===== src/rtl/fast_inv_sqrt_nr.sv =====
`default_nettype none
// ---------------------------------------------------------------------------
// fast_inv_sqrt_nr - iterative fixed-point 1/sqrt(x): magic seed + NR_ITERS
// Newton-Raphson steps, one transaction in flight.   Rev 1.0
// ---------------------------------------------------------------------------
module fast_inv_sqrt_nr #(
   parameter int          INT_WIDTH   = 4,
   parameter int          FRACT_WIDTH = 6,
   parameter int          NR_ITERS    = 1,
   parameter int          GUARD_BITS  = 4,
   parameter logic [31:0] MAGIC       = 32'h5F3759DF
) (
   input  logic                             clk,
   input  logic                             rst,
   input  logic [INT_WIDTH+FRACT_WIDTH-1:0] data_in,
   input  logic                             valid_in,
   output logic                             ready_in,
   output logic [INT_WIDTH+FRACT_WIDTH-1:0] data_out,
   output logic                             valid_out,
   input  logic                             ready_out,
   output logic                             sat_out
);

   localparam int W  = INT_WIDTH + FRACT_WIDTH;
   localparam int FB = FRACT_WIDTH + GUARD_BITS;
   // y can reach 2^(FRACT_WIDTH/2) for the smallest x; two spare bits absorb NR overshoot.
   localparam int YI = FRACT_WIDTH / 2 + 3;
   localparam int YW = YI + FB;
   localparam int XW = W + GUARD_BITS;
   localparam int SW = 2 * YI + FB;
   localparam int TW = INT_WIDTH + 2 * YI + FB;
   localparam int HW = FB + 1;
   localparam int RW = YW + 1;

   localparam logic [TW-1:0] C_THREE_HALF = TW'(3) << (FB - 1);
   localparam logic [RW-1:0] C_HALF       = (RW'(1) << GUARD_BITS) >> 1;
   localparam logic [63:0]   C_MAX        = (64'd1 << W) - 64'd1;
   localparam logic [1:0]    C_LAST_ITER  = 2'(NR_ITERS - 1);

   typedef enum logic [3:0] {
      ST_IDLE,
      ST_CONV,
      ST_SEED,
      ST_NR_SQ,
      ST_NR_MUL,
      ST_NR_UPD,
      ST_PACK,
      ST_SAT,
      ST_OUT
   } state_t;

   state_t         state_q, state_d;
   logic           started_q;
   logic [1:0]     iter_q;
   logic [W-1:0]   x_q;
   logic           zero_q;
   logic [31:0]    xf_q;
   logic [XW-1:0]  xh_q;
   logic [YW-1:0]  y_q;
   logic [SW-1:0]  sq_q;
   logic [TW-1:0]  t_q;
   logic [RW-1:0]  rnd_q;
   logic [W-1:0]   data_q;
   logic           sat_q;

   logic [7:0]        lod_pos;
   logic [31:0]       xf_d;
   logic [XW-1:0]     xh_d;
   logic [31:0]       yf;
   int                seed_sh;
   logic [63:0]       seed_wide;
   logic [YW-1:0]     y0_d;
   logic [2*YW-1:0]   sq_full;
   logic [SW-1:0]     sq_d;
   logic [XW+SW-1:0]  t_full;
   logic [TW-1:0]     t_d;
   logic [HW-1:0]     h;
   logic [YW+HW-1:0]  yh_full;
   logic [RW-1:0]     ynew;
   logic [YW-1:0]     y_upd_d;
   logic [RW-1:0]     rnd_d;
   logic              sat_d;
   logic [W-1:0]      pack_d;

   assign ready_in  = (state_q == ST_IDLE) && started_q;
   assign valid_out = (state_q == ST_OUT);
   assign data_out  = data_q;
   assign sat_out   = sat_q;

   always_ff @(posedge clk or posedge rst) begin
      if (rst) begin
         state_q   <= ST_IDLE;
         started_q <= 1'b0;
      end else begin
         state_q   <= state_d;
         started_q <= 1'b1;
      end
   end

   always_comb begin
      state_d = state_q;
      unique case (state_q)
         ST_IDLE:   if (valid_in && ready_in) state_d = ST_CONV;
         ST_CONV:   state_d = ST_SEED;
         ST_SEED:   state_d = ST_NR_SQ;
         ST_NR_SQ:  state_d = ST_NR_MUL;
         ST_NR_MUL: state_d = ST_NR_UPD;
         ST_NR_UPD: state_d = (iter_q == C_LAST_ITER) ? ST_PACK : ST_NR_SQ;
         ST_PACK:   state_d = ST_SAT;
         ST_SAT:    state_d = ST_OUT;
         ST_OUT:    if (ready_out) state_d = ST_IDLE;
         default:   state_d = ST_IDLE;
      endcase
   end

   // Fixed-point x to IEEE single: leading one sets the exponent, bits below it the mantissa.
   always_comb begin
      lod_pos = 8'd0;
      for (int i = 0; i < W; i++) begin
         if (x_q[i]) lod_pos = 8'(i);
      end
   end

   assign xf_d = {1'b0, lod_pos + 8'd127 - 8'(FRACT_WIDTH),
                  23'(({x_q, 23'd0} >> lod_pos))};
   assign xh_d = (XW'(x_q) << GUARD_BITS) >> 1;

   // Seed back to fixed point: significand scaled by 2^(e-127+FB-23).
   always_comb begin
      yf      = MAGIC - (xf_q >> 1);
      seed_sh = int'(yf[30:23]) - (150 - FB);
      if (seed_sh >= 0) seed_wide = {40'd0, 1'b1, yf[22:0]} << seed_sh;
      else              seed_wide = {40'd0, 1'b1, yf[22:0]} >> (-seed_sh);
      y0_d = (yf[31] || (|seed_wide[63:YW])) ? '1 : seed_wide[YW-1:0];
   end

   assign sq_full = {{YW{1'b0}}, y_q} * {{YW{1'b0}}, y_q};
   assign sq_d    = SW'(sq_full >> FB);
   assign t_full  = {{SW{1'b0}}, xh_q} * {{XW{1'b0}}, sq_q};
   assign t_d     = TW'(t_full >> FB);

   // A wild seed could push xh*y^2 past 1.5; clamp the correction factor at zero.
   always_comb begin
      h       = (t_q >= C_THREE_HALF) ? '0 : HW'(C_THREE_HALF - t_q);
      yh_full = {{HW{1'b0}}, y_q} * {{YW{1'b0}}, h};
      ynew    = RW'(yh_full >> FB);
      y_upd_d = ynew[YW] ? '1 : ynew[YW-1:0];
   end

   assign rnd_d  = (RW'(y_q) + C_HALF) >> GUARD_BITS;
   assign sat_d  = zero_q || (64'(rnd_q) > C_MAX);
   assign pack_d = sat_d ? '1 : W'(rnd_q);

   always_ff @(posedge clk or posedge rst) begin
      if (rst) begin
         iter_q <= '0;
         x_q    <= '0;
         zero_q <= 1'b0;
         xf_q   <= '0;
         xh_q   <= '0;
         y_q    <= '0;
         sq_q   <= '0;
         t_q    <= '0;
         rnd_q  <= '0;
         data_q <= '0;
         sat_q  <= 1'b0;
      end else begin
         case (state_q)
            ST_IDLE: begin
               if (valid_in && ready_in) begin
                  x_q    <= data_in;
                  zero_q <= (data_in == '0);
               end
            end
            ST_CONV: begin
               xf_q <= xf_d;
               xh_q <= xh_d;
            end
            ST_SEED: begin
               y_q    <= y0_d;
               iter_q <= '0;
            end
            ST_NR_SQ:  sq_q <= sq_d;
            ST_NR_MUL: t_q  <= t_d;
            ST_NR_UPD: begin
               y_q    <= y_upd_d;
               iter_q <= iter_q + 2'd1;
            end
            ST_PACK:   rnd_q <= rnd_d;
            ST_SAT: begin
               data_q <= pack_d;
               sat_q  <= sat_d;
            end
            default: ;
         endcase
      end
   end

endmodule
`default_nettype wire


===== config.mk =====
export PLATFORM = sky130hd
export DESIGN_NAME = fast_inv_sqrt_nr
export DESIGN_NICKNAME = d
export VERILOG_FILES = /design/src/rtl/fast_inv_sqrt_nr.sv
export SDC_FILE = /design/constraint.sdc
export NUM_CORES = 2
export LEC_CHECK = 0
export CORE_MARGIN = 3
export CORE_UTILIZATION = 65
export CTS_CLUSTER_SIZE = 25
export DETAILED_ROUTE_END_ITERATION = 10
export PLACE_DENSITY = 0.8
export SLEW_MARGIN = 20
export SYNTH_ARGS = -nofsm -noshare
export SYNTH_HDL_FRONTEND = slang
export SYNTH_SLANG_ARGS = --single-unit

===== constraint.sdc =====
create_clock -name clk -period 8.5 [get_ports clk]
set_input_delay 1.275 -clock clk [delete_from_list [all_inputs] [get_ports clk]]
set_output_delay 1.275 -clock clk [all_outputs]
set_load 0.02 [all_outputs]

==> impl_summary.log <==
INFO  metric design.die.area = 44800 sq um
INFO  metric initial_antenna_violation_count = 0
INFO  metric syn_area = 27500 sq um
INFO  metric core-area = 41300 sq um
INFO  metric timing.setup.tns = 0 ps
INFO  metric met2_wirelength = 34900 um
INFO  metric die_w = 212 um
INFO  metric routed_wl = 71300 um
INFO  metric number_of_distinct_standard_cells_referenced_by_the_synthesized_netlist = 95
INFO  metric grt_overflow = 0
INFO  metric worst_slew_pin_slew = 1160 ps
INFO  metric clock.fmax = 0.123 GHz
INFO  metric detailroute.via_count = 22400
INFO  metric clock_tree.buffer_depth = 2
INFO  metric clock_buffer_count_from_cts = 17
INFO  metric die_h = 212 um
INFO  metric count_of_antenna_diodes_in_the_layout = 0
INFO  metric async_flop_share = 100%
INFO  metric viasPerCell = 6.13
INFO  metric multiInputGateArea = 21400 sq um
INFO  metric postSynthRegisterBits = 137
INFO  metric reg2regPathDepth = 23
INFO  metric report.final.setup_viol = 0
INFO  metric rsz0062_at_grt = no
INFO  metric route.antenna.remaining_nets = 0
INFO  metric htree_num_levels = 4
INFO  metric timing.critical_path.to_type = flip-flop
INFO  metric detailed_place_hpwl = 56800 um
INFO  metric worst_slew_margin_rel = 22.9%
INFO  metric clk_latency_worst_skew_pair = 450 ps
INFO  metric root_buffer = sky130_fd_sc_hd__clkbuf_16
INFO  metric wire_length_of_the_first_global_routing_pass = 119000 um
INFO  metric numClockSinks = 137
INFO  metric share_of_cells_above_drive_strength_1 = 4.49%
INFO  metric netlist_instances = 3181
INFO  metric port_buffers = 26
INFO  metric finalMaxSlewViolations = 0
INFO  metric layout.area.seq = 3430 sq um
INFO  metric clk_transition_reported_paths = 80 ps
INFO  metric finClkSkew = 21.3 ps
INFO  metric detail_route.drc_violations = 0
INFO  metric drt_first_iter_violations = 2002
INFO  metric cts_hold_repair.buffers = 0
INFO  metric worst_ep_required_time = 8830 ps
INFO  metric largest_net_degree_at_the_start_of_global_routing = 72
INFO  metric synth_flop_cell = sky130_fd_sc_hd__dfrtp_1
INFO  metric shortest_clock_period_the_worst_path_allows_after_layout = 8120 ps
INFO  metric wl_per_cell = 19.6 um
INFO  metric routabilityCongestion = 0.978
INFO  metric num-fill-cells = 3211
INFO  metric tritoncts = built
INFO  metric hold-path-cell-count = 1
INFO  metric grt_use_total = 33.1%
INFO  metric num_rows = 74
INFO  metric start_kind = flip-flop
INFO  metric ios = 27
INFO  metric fin_crit_sh = 95.5%
INFO  metric syn_nets = 3879
INFO  metric cap_viol_max_count = 0
INFO  metric run_status = finished clean
INFO  metric floorplan.initialDensity = 66.5%
INFO  metric number_of_warnings_printed_during_yosys_synthesis = 0
INFO  metric number_of_enable_type_register_cells_in_the_synthesized_netlist = 0
INFO  metric route.layer.met1.wl = 28100 um
INFO  metric drt_pre_antenna_iters = 6
INFO  metric final_nets = 3800
INFO  metric yosysSeqAreaShare = 12.5%
INFO  metric final-hold-violation-count = 0
INFO  metric layout-area-overhead-vs-synth = 4.31%
INFO  metric crit_path_max_fanout = 16
INFO  metric worst-endpoint-arrival = 8450 ps
INFO  metric worstHoldPathType = flip-flop to flip-flop
INFO  metric top_layer_used = met4
INFO  metric detailroute.wirelength.met3 = 5590 um
INFO  metric postSynthAreaPerCell = 8.64 sq um
INFO  metric criticalPathCategory = flip-flop to flip-flop
INFO  metric first_global_vias = 23600
==> final timing paths <==
| path | from | endpoint | slack, ps |
|---|---|---|---|
| max reg2reg | t_q[16] | y_q[0] | 380 |
| max | t_q[16] | y_q[0] | 380 |
| max in group asynchronous | rst | sq_q[1] | 5860 |
| min | iter_q[0] | iter_q[0] | 470 |
| min in group asynchronous | rst | x_q[2] | 1300 |
| min reg2reg | iter_q[0] | iter_q[0] | 470 |
==> worst max-delay path, stage by stage (launching register included) <==
cell                      delay, ps
sky130_fd_sc_hd__dfrtp_1        380
sky130_fd_sc_hd__nor4_1         390
sky130_fd_sc_hd__nand4_1        650
sky130_fd_sc_hd__nor2_1         740
sky130_fd_sc_hd__buf_4          270
sky130_fd_sc_hd__nand2_1         80
sky130_fd_sc_hd__fa_1           480
sky130_fd_sc_hd__fa_1           430
sky130_fd_sc_hd__fa_1           550
sky130_fd_sc_hd__inv_1           50
sky130_fd_sc_hd__fa_1           480
sky130_fd_sc_hd__fa_1           490
sky130_fd_sc_hd__ha_1           320
sky130_fd_sc_hd__a21o_1         170
sky130_fd_sc_hd__nor2_1          60
sky130_fd_sc_hd__o311a_1        130
sky130_fd_sc_hd__o31ai_1        620
sky130_fd_sc_hd__a21oi_1        270
sky130_fd_sc_hd__o21ai_0        400
sky130_fd_sc_hd__a21oi_1        140
sky130_fd_sc_hd__xnor2_1        180
sky130_fd_sc_hd__nand2_1        340
sky130_fd_sc_hd__o22ai_1        300
sky130_fd_sc_hd__a21oi_1         60
==> metal layers <==
layer	vias up	GRT usage (%)
li1	10000	-
met1	11100	42.9
met2	981	56.6
met3	215	5.88
met4	0	11.6
met5	-	0
==> cells in the mapped netlist, types with 12 or more instances <==
cell type	count	share of area, %
sky130_fd_sc_hd__a211oi_1	14	0.38
sky130_fd_sc_hd__a21o_1	22	0.60
sky130_fd_sc_hd__a21oi_1	109	2.0
sky130_fd_sc_hd__a31oi_1	15	0.34
sky130_fd_sc_hd__and2_1	178	4.1
sky130_fd_sc_hd__and3_1	23	0.52
sky130_fd_sc_hd__buf_2	13	0.24
sky130_fd_sc_hd__clkbuf_1	141	1.9
sky130_fd_sc_hd__dfrtp_1	137	12
sky130_fd_sc_hd__fa_1	444	32
sky130_fd_sc_hd__ha_1	240	11
sky130_fd_sc_hd__inv_1	522	7.1
sky130_fd_sc_hd__mux2_2	18	0.74
sky130_fd_sc_hd__mux2i_1	29	1.1
sky130_fd_sc_hd__nand2_1	474	6.5
sky130_fd_sc_hd__nand3_1	46	0.84
sky130_fd_sc_hd__nor2_1	143	2.0
sky130_fd_sc_hd__nor2b_1	14	0.32
sky130_fd_sc_hd__nor3_1	64	1.2
sky130_fd_sc_hd__nor4_1	13	0.30
sky130_fd_sc_hd__o211ai_1	12	0.33
sky130_fd_sc_hd__o21ai_0	114	2.1
sky130_fd_sc_hd__o22ai_1	27	0.61
sky130_fd_sc_hd__o31ai_1	19	0.52
sky130_fd_sc_hd__xnor2_1	61	1.9
sky130_fd_sc_hd__xor2_1	54	1.7
==> metrics by stage <==
step	util (%)	setup slack (ps)	instance area [sq um]	hold WS [ps]	instances
after floorplan	-	1350	27500	440	3181
after global placement	68.0	759	28100	453	3615
after detailed placement	68.0	490	28100	467	3615
after CTS	69.4	473	28600	475	3647
after global routing	69.4	55.0	28700	492	3647
final	69.4	382	28700	475	3647
==> area by class of cell <==
type                    instances  share of cell area (%)
well taps                     532                    2.32
multi-input cells            2343                    74.6
flip-flops and latches        137                    12.0
inverters                     534                    7.01
repair buffers                 69                    2.03
clock buffers                  17                    1.48
clock inverters                15                   0.528
==> what timing repair did <==
action	CTS	global route
setup endpoints to repair	0	16
buffers inserted	0	0
resized for setup	0	1
endpoints found under the hold margin	0	0
==> cell families after synthesis <==
family | count (synthesis) | synth area share, %
compound gates | 461 | 11.2
xor+xnor | 115 | 3.67
fa+ha+maj | 684 | 43.3
buf+inv | 701 | 9.69
flops | 137 | 12.5
mux | 50 | 1.97
other cells | 1 | 0.0137
simple gates | 1032 | 17.7
==> cell usage in the layout, fill, tap and decap left out, types with 9 or more instances in the layout <==
cell,Yosys,layout
sky130_fd_sc_hd__nand2b_1,11,11
sky130_fd_sc_hd__or2_2,11,11
sky130_fd_sc_hd__xnor2_1,61,60
sky130_fd_sc_hd__dfrtp_1,137,136
sky130_fd_sc_hd__nor3_1,64,64
sky130_fd_sc_hd__xor2_1,54,54
sky130_fd_sc_hd__buf_4,2,43
sky130_fd_sc_hd__o21ai_0,114,114
sky130_fd_sc_hd__clkdlybuf4s50_1,0,26
sky130_fd_sc_hd__fa_1,444,444
sky130_fd_sc_hd__a21oi_1,109,109
sky130_fd_sc_hd__mux2i_1,29,29
sky130_fd_sc_hd__a31oi_1,15,15
sky130_fd_sc_hd__mux2_2,18,18
sky130_fd_sc_hd__ha_1,240,240
sky130_fd_sc_hd__nor4_1,13,13
sky130_fd_sc_hd__nand3_1,46,46
sky130_fd_sc_hd__a211oi_1,14,14
sky130_fd_sc_hd__nand2_1,474,474
sky130_fd_sc_hd__inv_1,522,521
sky130_fd_sc_hd__nor2_1,143,142
sky130_fd_sc_hd__nor2b_1,14,14
sky130_fd_sc_hd__or3_1,10,10
sky130_fd_sc_hd__clkbuf_16,0,17
sky130_fd_sc_hd__a21o_1,22,22
sky130_fd_sc_hd__and3_1,23,23
sky130_fd_sc_hd__nand4_1,9,9
sky130_fd_sc_hd__a221oi_1,10,10
sky130_fd_sc_hd__o22a_1,10,10
sky130_fd_sc_hd__o2111ai_1,11,11
sky130_fd_sc_hd__o22ai_1,27,27
sky130_fd_sc_hd__and2_1,178,178
sky130_fd_sc_hd__o211ai_1,12,12
sky130_fd_sc_hd__o21a_1,10,10
sky130_fd_sc_hd__o31ai_1,19,19
==> registers in the layout (all words and copies together), names as in the netlist, 4 cells and up <==
name	flops
xh_q	10
data_out	10
y_q	16
rnd_q	13
t_q	25
x_q	10
sq_q	22
state_q	4
xf_q	22
Power is left out: the tool's default activity adds up to more than one toggle a clock period on the data nets, which glitch-free logic cannot reach.
